<file path="config.mk">
export PLATFORM = sky130hd
export DESIGN_NAME = lookup_table_loader
export DESIGN_NICKNAME = d
export VERILOG_FILES = /design/src/rtl/lookup_table_loader.sv
export SDC_FILE = /design/constraint.sdc
export NUM_CORES = 1
export LEC_CHECK = 0
export CORE_MARGIN = 2
export CORE_UTILIZATION = 35
export DETAILED_ROUTE_END_ITERATION = 8
export PLACE_DENSITY_LB_ADDON = 0.2
export SYNTH_ARGS = -nofsm -noshare
export SYNTH_HDL_FRONTEND = slang
export SYNTH_SLANG_ARGS = --single-unit
</file>
<file path="constraint.sdc">
create_clock -name clk -period 4.3 [get_ports clk]
set_clock_uncertainty 0.1 [all_clocks]
set_input_delay 0.86 -clock clk [delete_from_list [all_inputs] [get_ports clk]]
set_output_delay 0.86 -clock clk [all_outputs]
set_load 0.1 [all_outputs]
</file>
<file path="src/rtl/lookup_table_loader.sv">
// Packs six stream words into one 192-bit lookup-RAM entry and writes entries at auto-incrementing addresses.
// Optional stream checksum is enabled by defining LOOKUP_LOADER_CHECKSUM_EN.
module lookup_table_loader #(
    parameter int ADDR_WIDTH  = 8,
    parameter int DATA_WIDTH  = 32,
    parameter int ENTRY_WIDTH = 192
) (
    input  logic                    clk,
    input  logic                    reset,
    input  logic                    load_start,
    input  logic [ADDR_WIDTH-1:0]   load_base_addr,
    input  logic [ADDR_WIDTH:0]     load_count,
    input  logic [DATA_WIDTH-1:0]   s_data,
    input  logic                    s_valid,
    output logic                    s_ready,
    output logic [ADDR_WIDTH-1:0]   write_addr,
    output logic [ENTRY_WIDTH-1:0]  write_data,
    output logic                    write_enable,
    output logic                    busy,
    output logic                    done,
    output logic                    error,
    output logic [ADDR_WIDTH:0]     entries_written,
    output logic [DATA_WIDTH-1:0]   checksum
);

    localparam int WORDS = ENTRY_WIDTH / DATA_WIDTH;
    localparam int IDX_W = (WORDS > 1) ? $clog2(WORDS) : 1;
    localparam logic [IDX_W-1:0] LAST_IDX = IDX_W'(WORDS - 1);

    localparam logic [1:0] S_IDLE    = 2'd0;
    localparam logic [1:0] S_COLLECT = 2'd1;
    localparam logic [1:0] S_WRITE   = 2'd2;
    localparam logic [1:0] S_DONE    = 2'd3;

    logic [1:0]             state;
    logic [ADDR_WIDTH-1:0]  cur_addr;
    logic [ADDR_WIDTH:0]    remaining;
    logic [IDX_W-1:0]       word_idx;
    logic [ENTRY_WIDTH-1:0] entry_buf;
    logic [ENTRY_WIDTH-1:0] entry_next;
    logic                   transfer;
    logic                   start_ok;

    // Handshake: a word moves when s_valid & s_ready at a rising edge; s_ready is a pure decode of state.
    assign s_ready      = (state == S_COLLECT);
    assign write_enable = (state == S_WRITE);
    assign busy         = (state == S_COLLECT) || (state == S_WRITE);
    assign done         = (state == S_DONE);

    assign transfer = s_valid & s_ready;
    assign start_ok = (state == S_IDLE) && load_start && (load_count != '0);

    always_comb begin
        entry_next = entry_buf;
        entry_next[int'(word_idx) * DATA_WIDTH +: DATA_WIDTH] = s_data;
    end

    always_ff @(posedge clk) begin
        if (reset) begin
            state           <= S_IDLE;
            cur_addr        <= '0;
            remaining       <= '0;
            word_idx        <= '0;
            entry_buf       <= '0;
            write_addr      <= '0;
            write_data      <= '0;
            entries_written <= '0;
            error           <= 1'b0;
        end else begin
            case (state)
                S_IDLE: begin
                    if (load_start) begin
                        if (load_count != '0) begin
                            cur_addr        <= load_base_addr;
                            remaining       <= load_count;
                            entries_written <= '0;
                            word_idx        <= '0;
                            error           <= 1'b0;
                            state           <= S_COLLECT;
                        end else begin
                            error <= 1'b1;
                        end
                    end
                end
                S_COLLECT: begin
                    if (load_start) error <= 1'b1;
                    if (transfer) begin
                        entry_buf <= entry_next;
                        if (word_idx == LAST_IDX) begin
                            // Output registers are loaded here so they are stable for the whole WRITE cycle.
                            word_idx   <= '0;
                            write_addr <= cur_addr;
                            write_data <= entry_next;
                            state      <= S_WRITE;
                        end else begin
                            word_idx <= word_idx + IDX_W'(1);
                        end
                    end
                end
                S_WRITE: begin
                    if (load_start) error <= 1'b1;
                    cur_addr        <= cur_addr + ADDR_WIDTH'(1);
                    entries_written <= entries_written + (ADDR_WIDTH + 1)'(1);
                    remaining       <= remaining - (ADDR_WIDTH + 1)'(1);
                    if (remaining == (ADDR_WIDTH + 1)'(1)) state <= S_DONE;
                    else                                   state <= S_COLLECT;
                end
                S_DONE: begin
                    if (load_start) error <= 1'b1;
                    state <= S_IDLE;
                end
                default: state <= S_IDLE;
            endcase
        end
    end

`ifdef LOOKUP_LOADER_CHECKSUM_EN
    logic [DATA_WIDTH-1:0] checksum_q;

    always_ff @(posedge clk) begin
        if (reset)         checksum_q <= '0;
        else if (start_ok) checksum_q <= '0;
        else if (transfer) checksum_q <= checksum_q ^ s_data;
    end

    assign checksum = checksum_q;
`else
    assign checksum = '0;
`endif

endmodule

</file>
==> flow_summary.json <==
{
  "path_max_fanout": 5,
  "syn_avg_cell_area_um2": 8.60,
  "grt_pass1_vias": 14400,
  "antenna_found_initial": 4,
  "place.gp.congestion": 0.776,
  "required_ns": 3.34,
  "fp.dieH_um": 232,
  "hold_class": "register to register",
  "critPathKind": "register to output port",
  "worst_pin_slew_ns": 1.14,
  "synthAdderAreaFrac_pct": 0.967,
  "path_clk_slew_ns": 0.06,
  "ioPinCount": 299,
  "multiInputGateArea_um2": 8460,
  "synth.distinct_cells": 60,
  "slew_viol_final": 0,
  "rows": 83,
  "path_buf_inv": 2,
  "rsz0062_at_grt": "false",
  "postCtsResizedCells": 0,
  "diodes": 0,
  "ir_worst_vdd_mv": 0.321,
  "synthFlopType": "dfxtp_1",
  "cts_setup_buffers": 0,
  "core_area_um2": 51200,
  "worst_setup_path_end_kind": "output port",
  "drt_drc_violations_left": 0,
  "muxShareOfSynthArea_pct": 11.0,
  "max_freq_ghz": 0.284,
  "yosysTopAreaCellShare_pct": 46.9,
  "layout.nets": 2328,
  "cts_buffer_depth": 3,
  "synth_warnings": 0,
  "max_stage_delay_ns": 1.15,
  "synth_area_um2": 18100,
  "ys_seq_area_share_pct": 46.9,
  "synth_xor_xnor_area_share_pct": 0,
  "synth.most_common_cell": "dfxtp_1",
  "crit_chain": "inv_1 -> ha_1 -> clkdlybuf4s50_1",
  "synth_compound_area_share_pct": 16.6,
  "areaGrowthSynthToFinish_pct": 24.4,
  "worst_setup_path_start_kind": "register",
  "port_buffers": 266,
  "die_area_um2": 53600,
  "p_leak_nw": 7.14,
  "vias": 15000,
  "grt_max_degree": 143,
  "ys_ff_latch": 424,
  "fillers": 5036,
  "dp_hpwl_mm": 36.6,
  "setup-violations-final": 0,
  "synthCells": 2106,
  "vias_per_cell": 5.03,
  "regArea_um2": 8490,
  "critPathArrivalTime_ns": 2.56,
  "stdcell_count": 2973,
  "power_density_nw_per_um2": 463,
  "finalCritPeriodShare_pct": 81.8,
  "cts_tree": "built",
  "die_x_um": 232,
  "cts_made_buffers": 47,
  "period_needed_ns": 3.52,
  "async_flop_share_pct": 0,
  "dp_cells": 2892,
  "avgRoutedWirePerCell_um": 18.7,
  "yosys.area_share.simple_pct": 17.4,
  "grt_pass1_wl_mm": 84.9,
  "htreeDepth": 2,
  "synth_top_family_by_area": "simple AND/OR/NAND/NOR gates",
  "hold_violations": 0,
  "synthTopCellsByArea": "dfxtp_1, mux2i_1, nand2_1, a211oi_1, a21oi_1",
  "final_antenna_net_count": 0,
  "drive_gt1_share_pct": 6.24,
  "cts_sinks": 424,
  "start_util_pct": 35.4,
  "synth-edff-count": 0,
  "dr.pass1.iters": 5,
  "ctsHoldBuffers": 0,
  "fin_setup_tns_ns": 0,
  "status": "finished clean",
  "wl_mm": 55.5,
  "grt_util_all_layers_pct": 20.3,
  "drtIter0Drc": 1094,
  "yosys-top-cells-count": "dfxtp_1, nand2_1, a21oi_1, nor2_1, mux2i_1",
  "synth_top_cell_by_area": "dfxtp_1",
  "slew_headroom_pct": 23.6,
  "crit_family": "buffers and inverters",
  "max_cap_viol_count": 0,
  "grt_overflow": 0,
  "clk_latency_ns": 0.57,
  "clockRootBuffer": "clkbuf_16",
  "crit_slowest_cell": "clkdlybuf4s50_1"
}
stage by stage:
| stage | util [%] | total power (W) | setup slack, ns | area (µm²) | hold slack, ns |
|---|---|---|---|---|---|
| 2_1_floorplan | - | 0.00586 | 1.69 | 18200 | 0.336 |
| 3_3_place_gp | 40.9 | 0.00635 | 1.09 | 21000 | 0.340 |
| 3_5_place_dp | 40.9 | 0.00640 | 1.01 | 21000 | 0.346 |
| 4_1_cts | 44.0 | 0.0105 | 0.729 | 22500 | 0.353 |
| 5_1_grt | 44.0 | 0.0109 | 0.702 | 22500 | 0.369 |
| 6_report | 44.0 | 0.0104 | 0.783 | 22500 | 0.353 |
power breakdown:
group	leakage, nW	switching (W)	total, W	internal (W)
Sequential	3.42	0.000134	0.00420	0.00406
Clock	0.781	0.00163	0.00412	0.00249
Combinational	2.94	0.00143	0.00212	0.000689
Total	7.14	0.00319	0.0104	0.00724
cells by family (layout without fill, tap and decap cells):
| kind of cell | after synthesis | after routing |
|---|---|---|
| compound gates | 472 | 472 |
| fa+ha+maj | 14 | 14 |
| buf+inv | 253 | 409 |
| flops | 424 | 424 |
| mux | 199 | 199 |
| other cells | 1 | 32 |
| simple gates | 743 | 743 |
final timing paths:
check,startpoint,cells after the start,slack (ns),endpoint
max,state[0],3,0.78,busy
min,entry_buf[116],2,0.35,entry_buf[116]
max reg2reg,word_idx[0],7,1.09,write_data[10]
min reg2reg,entry_buf[116],2,0.35,entry_buf[116]
cell usage in the layout, fill, tap and decap left out, types with 3 or more instances in the layout:
master and instances:
nand3_1 16, o21ai_1 4, dfxtp_1 424, and3_1 3, nand3b_1 4, clkbuf_8 14
nor2_1 205, o31ai_1 14, nor2b_1 41, or3_1 4, and2_1 3, mux2i_1 198
a211oi_1 197, inv_1 12, clkdlybuf4s50_1 264, ha_1 14, clkbuf_16 49, buf_4 45
clkbuf_1 9, a21oi_1 226, o2bb2ai_1 3, a31oi_1 7, buf_12 6, nand4_1 6
and4_1 3, or3b_1 4, o32ai_1 3, conb_1 32, nor4_1 6, clkinv_2 5
bufinv_16 3, nand2b_1 6, nor3_1 4, or4_1 5, nand2_1 413
routing by layer:
| layer | wire length (µm) | up-vias | GRT usage [%] |
|---|---|---|---|
| met3 | 3030 | 66 | 4.12 |
| met4 | 941 | 0 | 5.18 |
| met2 | 25800 | 323 | 33.1 |
| met1 | 25700 | 7089 | 27.3 |
| li1 | - | 7480 | - |
| met5 | 0 | - | 0 |
worst reg2reg max path, stage by stage, from the launching register on:
cell	delay, ns
dfxtp_1	0.53
inv_1	0.08
ha_1	0.23
ha_1	0.35
nor4b_2	0.34
nand2_2	0.70
mux2i_1	0.59
a211oi_1	0.14
layout make-up:
class / instances / share of cell area (%)
flip-flops and latches: 424 / 37.7
well taps: 680 / 3.77
repair buffers: 316 / 13.8
inverters: 12 / 0.200
multi-input cells: 1460 / 37.5
clock inverters: 9 / 0.550
clock buffers: 72 / 6.44
flip-flops by register name, summed over array words and instances (netlist names):
signal,cells
word_idx,3
write_addr,8
cur_addr,8
remaining,9
entry_buf,192
error,1
entries_written,9
write_data,192
state,2
Note: power is estimated with default switching activity, not from simulation.
